[src/rtl/uart_echo_fifo.sv]
// uart_echo_fifo: buffered echo engine between UART RX strobe and TX handshake.
// FIFO queue, transmit FSM, case-swap transform and saturating status counters.
module uart_echo_fifo #(
    parameter int DATA_W = 8,
    parameter int DEPTH  = 16,
    parameter int CNT_W  = 8
) (
    input  logic                       clk,
    input  logic                       rst,
    input  logic                       rx_valid,
    input  logic [DATA_W-1:0]          rx_data,
    input  logic                       rx_error,
    input  logic                       tx_busy,
    input  logic [1:0]                 mode,
    input  logic                       flush,
    output logic                       tx_start,
    output logic [DATA_W-1:0]          tx_data,
    output logic [DATA_W-1:0]          rx_last,
    output logic [$clog2(DEPTH):0]     fifo_level,
    output logic [CNT_W-1:0]           overflow_cnt,
    output logic [CNT_W-1:0]           err_cnt,
    output logic                       debug_toggle
);

    localparam int AW = $clog2(DEPTH);
    localparam int LW = AW + 1;

    typedef enum logic [1:0] {
        IDLE,
        WAIT_BUSY,
        WAIT_DONE
    } state_t;

    state_t            state;
    logic [DATA_W-1:0] mem [DEPTH];
    logic [AW-1:0]     wr_ptr;
    logic [AW-1:0]     rd_ptr;
    logic              full;
    logic              accept;
    logic              push;
    logic              pop;
    logic              drop_full;
    logic              err_hit;

    // Mode 01 swaps ASCII letter case by flipping bit 5; other bytes pass.
    function automatic logic [DATA_W-1:0] xform(
        input logic [DATA_W-1:0] d,
        input logic [1:0]        m
    );
        logic [DATA_W-1:0] r;
        logic              upper;
        logic              lower;
        r     = d;
        upper = (d >= DATA_W'('h41)) && (d <= DATA_W'('h5A));
        lower = (d >= DATA_W'('h61)) && (d <= DATA_W'('h7A));
        if (DATA_W == 8 && m == 2'b01 && (upper || lower))
            r = d ^ DATA_W'('h20);
        return r;
    endfunction

    // Full/empty come from the level counter; a pop frees a slot in the same cycle.
    assign full      = (fifo_level == LW'(DEPTH));
    assign pop       = (state == IDLE) && (fifo_level != '0) &&
                       (mode != 2'b10) && !tx_busy && !flush;
    assign accept    = rx_valid && !rx_error && (mode != 2'b11) && !flush;
    assign push      = accept && (!full || pop);
    assign drop_full = accept && full && !pop;
    assign err_hit   = rx_valid && rx_error;

    // Storage array, written on every successful push.
    always_ff @(posedge clk) begin
        if (push)
            mem[wr_ptr] <= rx_data;
    end

    // Pointers and level; flush wins over any same-cycle push or pop.
    always_ff @(posedge clk or posedge rst) begin
        if (rst) begin
            wr_ptr     <= '0;
            rd_ptr     <= '0;
            fifo_level <= '0;
        end else if (flush) begin
            wr_ptr     <= '0;
            rd_ptr     <= '0;
            fifo_level <= '0;
        end else begin
            if (push)
                wr_ptr <= wr_ptr + AW'(1);
            if (pop)
                rd_ptr <= rd_ptr + AW'(1);
            fifo_level <= fifo_level + LW'(push) - LW'(pop);
        end
    end

    // Status: last stored byte, activity toggle and saturating counters.
    always_ff @(posedge clk or posedge rst) begin
        if (rst) begin
            rx_last      <= '0;
            debug_toggle <= 1'b0;
            overflow_cnt <= '0;
            err_cnt      <= '0;
        end else begin
            if (push) begin
                rx_last      <= rx_data;
                debug_toggle <= ~debug_toggle;
            end
            if (drop_full && overflow_cnt != '1)
                overflow_cnt <= overflow_cnt + CNT_W'(1);
            if (err_hit && err_cnt != '1)
                err_cnt <= err_cnt + CNT_W'(1);
        end
    end

    // Transmit FSM: pop and strobe once, then follow the core's busy cycle.
    always_ff @(posedge clk or posedge rst) begin
        if (rst) begin
            state    <= IDLE;
            tx_start <= 1'b0;
            tx_data  <= '0;
        end else begin
            tx_start <= 1'b0;
            case (state)
                IDLE: begin
                    if (pop) begin
                        tx_data  <= xform(mem[rd_ptr], mode);
                        tx_start <= 1'b1;
                        state    <= WAIT_BUSY;
                    end
                end
                WAIT_BUSY: begin
                    if (tx_busy)
                        state <= WAIT_DONE;
                end
                WAIT_DONE: begin
                    if (!tx_busy)
                        state <= IDLE;
                end
                default: state <= IDLE;
            endcase
        end
    end

endmodule

[config.mk]
export PLATFORM = sky130hd
export DESIGN_NAME = uart_echo_fifo
export DESIGN_NICKNAME = d
export VERILOG_FILES = /design/src/rtl/uart_echo_fifo.sv
export SDC_FILE = /design/constraint.sdc
export NUM_CORES = 1
export LEC_CHECK = 0
export CAP_MARGIN = 25
export CORE_MARGIN = 8
export CORE_UTILIZATION = 30
export DETAILED_ROUTE_END_ITERATION = 10
export HOLD_SLACK_MARGIN = 0.08
export SYNTH_ARGS = -nofsm -noshare
export SYNTH_HDL_FRONTEND = slang
export SYNTH_SLANG_ARGS = --single-unit
export TNS_END_PERCENT = 100
[constraint.sdc]
create_clock -name clk -period 4.04 [get_ports clk]
set_clock_uncertainty 0.05 [all_clocks]
set_input_delay 0.808 -clock clk [delete_from_list [all_inputs] [get_ports clk]]
set_output_delay 0.808 -clock clk [all_outputs]
set_load 0.02 [all_outputs]
; ---- After elaboration in Yosys (flattened, before gate mapping)
; Memory sizes are Yosys's and may differ from the RTL's.
; Cells that the tools add are included.
[classes]
magnitude_cmp = 4
n_addsub = 6
muxes = 14
n_reduce_logical = 29
n_bitwise = 2
eq_ne = 11
[ops]
columns = operator, n
row1 = "8-bit by 1-bit adder with 8-bit output, second input constant", 2
row2 = "8-bit by 7-bit >= comparator with 1-bit output, second input constant", 2
row3 = "8-bit by 7-bit <= comparator with 1-bit output, second input constant", 2
row4 = 1-bit logical AND, 16
row5 = 4-bit 2-to-1 mux, 4
row6 = "8-bit inequality test, second input constant", 2
row7 = "2-bit inequality test, second input constant", 5
row8 = "4-bit by 1-bit adder with 4-bit output, second input constant", 2
row9 = 2-bit 2-to-1 mux, 3
row10 = 6-bit 2-to-1 mux, 1
row11 = 2-bit one-hot mux with 3 select lines, 1
row12 = 5-bit by 1-bit adder with 5-bit output, 1
row13 = "5-bit == test, second input constant", 1
row14 = 1-bit logical NOT, 5
row15 = 5-bit 2-to-1 mux, 1
row16 = 5-bit nonzero test, 1
row17 = 5-bit by 1-bit subtractor with 5-bit output, 1
row18 = "2-bit by 1-bit == test with 1-bit output, second input constant", 2
row19 = 1-bit 2-to-1 mux, 4
row20 = 2-bit nonzero test, 2
row21 = 3-bit AND reduction, 1
row22 = "2-bit == test, second input constant", 1
row23 = 2-bit logical NOT, 1
row24 = 1-bit logical OR, 2
row25 = 2 further kinds, 3
[totals]
ramBits = 128
regBits = 49
inputBits = 16
memories = 1
[mem_list]
columns = memory, depth, width, read_ports, rd_clocked_by_memory_dff, write_ports, line_no
row1 = mem, 16, 8, 1, 0, 1, 35  ; logic [DATA_W-1:0] mem [DEPTH];

; ---- Longest topological paths before layout
[depth]
word_depth = 10
mapped_depth = 15

; ---- Worst setup path before layout
; No wires, ideal clock.
[synth_path]
path_type = input -> register
startpoint = in tx_busy
endpoint = reg fifo_level[4]
slack_ps = 676
path_buffers = 1
cell_stages = 14
arrival_ps = 3236
cell_sequence = nor3_1 > o21ai_0 > o211ai_1 > nor2b_1 > clkbuf_1 > inv_1 > ha_1 > inv_1 > ha_1 > fa_1 > a21oi_1 > nor2_1 > or3_1 > a21oi_1
[synth_between]
elab_chain_len = 8
[synth_lines]
columns = element, line_no
row1 = start: declaration, 13  ; input logic tx_busy,
row2 = 1-bit logical NOT *, --
row3 = 1-bit logical AND * (2 in series), 64  ; (mode != 2'b10) && !tx_busy && !flush;
row4 = 1-bit logical OR, 66  ; assign push = accept && (!full || pop);
row5 = 1-bit logical AND, 66
row6 = 5-bit by 1-bit adder with 5-bit output, 91  ; fifo_level <= fifo_level + LW'(push) - LW'(pop);
row7 = 5-bit by 1-bit subtractor with 5-bit output *, 91
row8 = 5-bit 2-to-1 mux *, 82  ; end else if (flush) begin
row9 = end signal: assignment, 91
row10 = end: declaration, 19  ; output logic [$clog2(DEPTH):0] fifo_level,
; Mark *: on every way between the ends. The rest lies on a longest branch, timed or not.
; A chain may end at the register's enable or synchronous reset.

; ---- Worst setup path after layout
; Same ends and word-level chain as after synthesis.

==> metrics.md <==
| Metric | Value |
|---|---|
| Status | complete, no violations |
| Die X | around 170 um |
| Vias in the first global route | 4009 |
| Prevailing post-synth register cell | edfxtp_1 |
| DRC errors left | 0 |
| Post_cts resized | 0 |
| First-pass GRT wire length | 22900 um |
| Maxcap violations | 0 |
| Layout net count | 500 |
| R2R Path Start | fifo_level[3]$_DFF_PP0_ |
| Area leader, netlist | edfxtp_1 |
| Mapped Avg Cell Area | 18.0 sq um |
| Detailed-route via count | roughly 3700 |
| Ys Warns | 0 |
| Placer Congestion | 0.738 |
| Largest family of logic cells by synthesized area | multiplexers |
| Max Clk Rate | 291 MHz |
| Antenna viol nets, final | 0 |
| Reg clk slew, reported paths | 70 ps |
| Sequential standard cell area | 5070 sq um |
| Hold_sp | debug_toggle$_DFFE_PP0P_ |
| I/O pins | 55 |
| Mux share of post-synthesis cell area | about 15% |
| Pwr dens | 577 nW/um^2 |
| EDFF count, synth | 128 |
| Drt wl/cell | 18.1 um |
| Simple logic cell fraction of the synthesized area | 5.80% |
| Arrival @ worst endpoint | 3750 ps |
| Antenna diodes | 0 |
| Xor/xnor cell area share of the yosys netlist | 2.77% |
| Post-Synthesis Cells | roughly 400 |
| CP Launch Point | tx_busy |
| Initial Util | a little under a third |
| Most common cell in the netlist | edfxtp_1 |
| Hold Path Class | reg -> reg |
| Crit start category | input pin |
| R2R depth | 13 |
| Chip height | between 150 and 200 um |
| WHS Path Cells | 1 |
| Endpoint, Worst Hold | debug_toggle$_DFFE_PP0P_ |
| DRT iter0 DRCs | 259 |
| Slew Limit Fails | 0 |
| CP Max Fanout | 3 |
| Number of antenna violations at the first check in global routing | 0 |
| Critical path endpoint category | register |
| Synth Area in Adders | under 10% |
| Most frequent cells after synthesis | 128 x edfxtp_1, 49 x dfrtp_1, 27 x mux4_2 |
| Synth Area in Compound Gates | 2.70% |
| FF-to-FF End | fifo_level[4]$_DFF_PP0_ |
| Final wirelength | 14600 um |
| Netlist Area Pre-Place | approximately 7300 sq um |
| Area growth from synthesis to layout | 20.9% |
| CTS buffer count | 17 |
| Largest cells by area after synthesis | edfxtp_1 53%, dfrtp_1 17%, mux4_2 8.4%, mux4_1 3.3%, mux2_2 2.8% |
| Finished Cell Area | 8790 sq um |
| Multi-input logic area | 2070 sq um |
| Synth Net Count | 434 |
| Port buffer count | 54 |
| Worst-Skew Late Latency | around 430 ps |
| Async SR Flop Fraction | 27.7% |
| Post-CTS Hold Fix Bufs | 0 |
| Fin. Hold Viols | 0 |
| Via/cell ratio | 4.57 |
| Relative slew margins | 47.8% |
| Row Count | 57 |
| Largest net degree at the start of global routing | 27 |
| GRT Total Usage | between 10% and 20% |
| Leakage | 3.10 nW |
| Drt first pass iters | 4 |
| Unrepaired setup endpoints after global routing | no |
| Root buf cell | clkbuf_16 |
| DPL Wire Length | 10300 um |
| Req. time, crit path | around 4400 ps |
| H-tree levels | 4 |
| # Post-CTS Setup Buffers | 0 |
| Slew @ Worst Pin | 777 ps |
| Register area share after synthesis | between 60% and 70% |
| Synth unique cells | 40 |
| Area after DPL | 8200 sq um |
| Tcrit/Tclk final | between 80% and 90% |
| CTS tree | done |
| R2r setup slk | 900 ps |
| Grt total ovfl | 0 |
| Power Total | 5.07 mW |
| CORE AREA | 24000 sq um |
| CTS Buffer Depth | 2 |
| Maximum vdd drop | 0.000349 V |
| Die ar. | ~29000 sq um |
| CTS sink count | 177 |
| Final worst path period need | 3440 ps |
| Final setup fails | 0 |
| Top-area cell type share of the netlist area | 52.8% |
| Sum Neg Setup Slack | 0 ps |
| Layout cell share with drive strength beyond 1 | 18.4% |
| CP Class | in -> reg |
| Layout fillers | 2241 |
| #FFs+latches synth | between 150 and 200 |
-- layer usage --
layer  up-vias  wire [um]  track usage, %
met2        62       7570            17.9
met4         0        227            3.90
met5         -          0               0
li1       1695          -               -
met1      1920       6410            12.4
met3        15        421            2.59
-- worst max-delay path: stages --
cell,delay (ps)
clkdlybuf4s50_1,450
nor3_1,150
o21ai_0,170
o211ai_1,230
nor2b_1,210
inv_1,80
ha_1,270
inv_1,40
ha_1,200
fa_1,410
a21oi_1,170
nor2_1,60
or3_1,340
a21oi_1,140
-- metrics by stage --
step	std cells	hold slack (ps)	setup slack, ps	utilization [%]
4_1_cts	807	437	558	36.6
5_1_grt	807	473	366	36.6
2_1_floorplan	404	475	676	-
3_5_place_dp	775	426	129	34.1
6_report	807	428	603	36.6
3_3_place_gp	775	431	223	34.1
-- worst max-delay path by stage --
stage                                    endpoint  slack, ps  depth (start not counted)
after CTS                 fifo_level[4]$_DFF_PP0_        560                         14
after global placement    fifo_level[4]$_DFF_PP0_        220                         14
after detailed placement  fifo_level[4]$_DFF_PP0_        130                         14
after floorplan           fifo_level[4]$_DFF_PP0_        680                         14
after global routing      fifo_level[4]$_DFF_PP0_        370                         14
final                     fifo_level[4]$_DFF_PP0_        600                         14
-- area by class of cell --
class / instances / share of cell area (%)
clock buffers: 17 / 4.84
well taps: 324 / 4.61
inverters: 12 / 0.512
multi-input cells: 200 / 23.5
clock inverters: 15 / 1.86
flip-flops and latches: 177 / 57.7
repair buffers: 62 / 6.97
-- layout by cell type, fill, tap and decap left out, drive strengths merged, types with 9 or more instances in the layout --
cell and instances:
inv 21, ha 13, mux4 36, nand2 17, edfxtp 128, and2 14, dfrtp 49, xnor2 14
mux2 18, clkdlybuf4s50 54, nor2 18, xor2 9, and3 9, clkbuf 17
-- kinds of logic (layout without fill, tap and decap cells) --
group           Yosys count  count (layout)
mux                      56              56
simple gates             79              79
buf+inv                  27             106
compound gates           28              28
flops                   177             177
fa+ha+maj                14              14
xor+xnor                 23              23
-- sequential cells by signal, summed over array words and instances, names as in the netlist --
register / count
debug_toggle: 1
err_cnt: 8
fifo_level: 5
mem: 128
overflow_cnt: 8
rd_ptr: 4
rx_last: 8
state: 2
tx_data: 8
tx_start: 1
wr_ptr: 4
-- power by group --
group | internal [mW] | switching (mW) | leakage, nW
clock network | 0.830 | 0.775 | 0.286
logic | 0.637 | 0.556 | 1.03
registers | 2.10 | 0.170 | 1.78
total | 3.57 | 1.50 | 3.10
No activity file was read; power rests on OpenSTA's default activity.
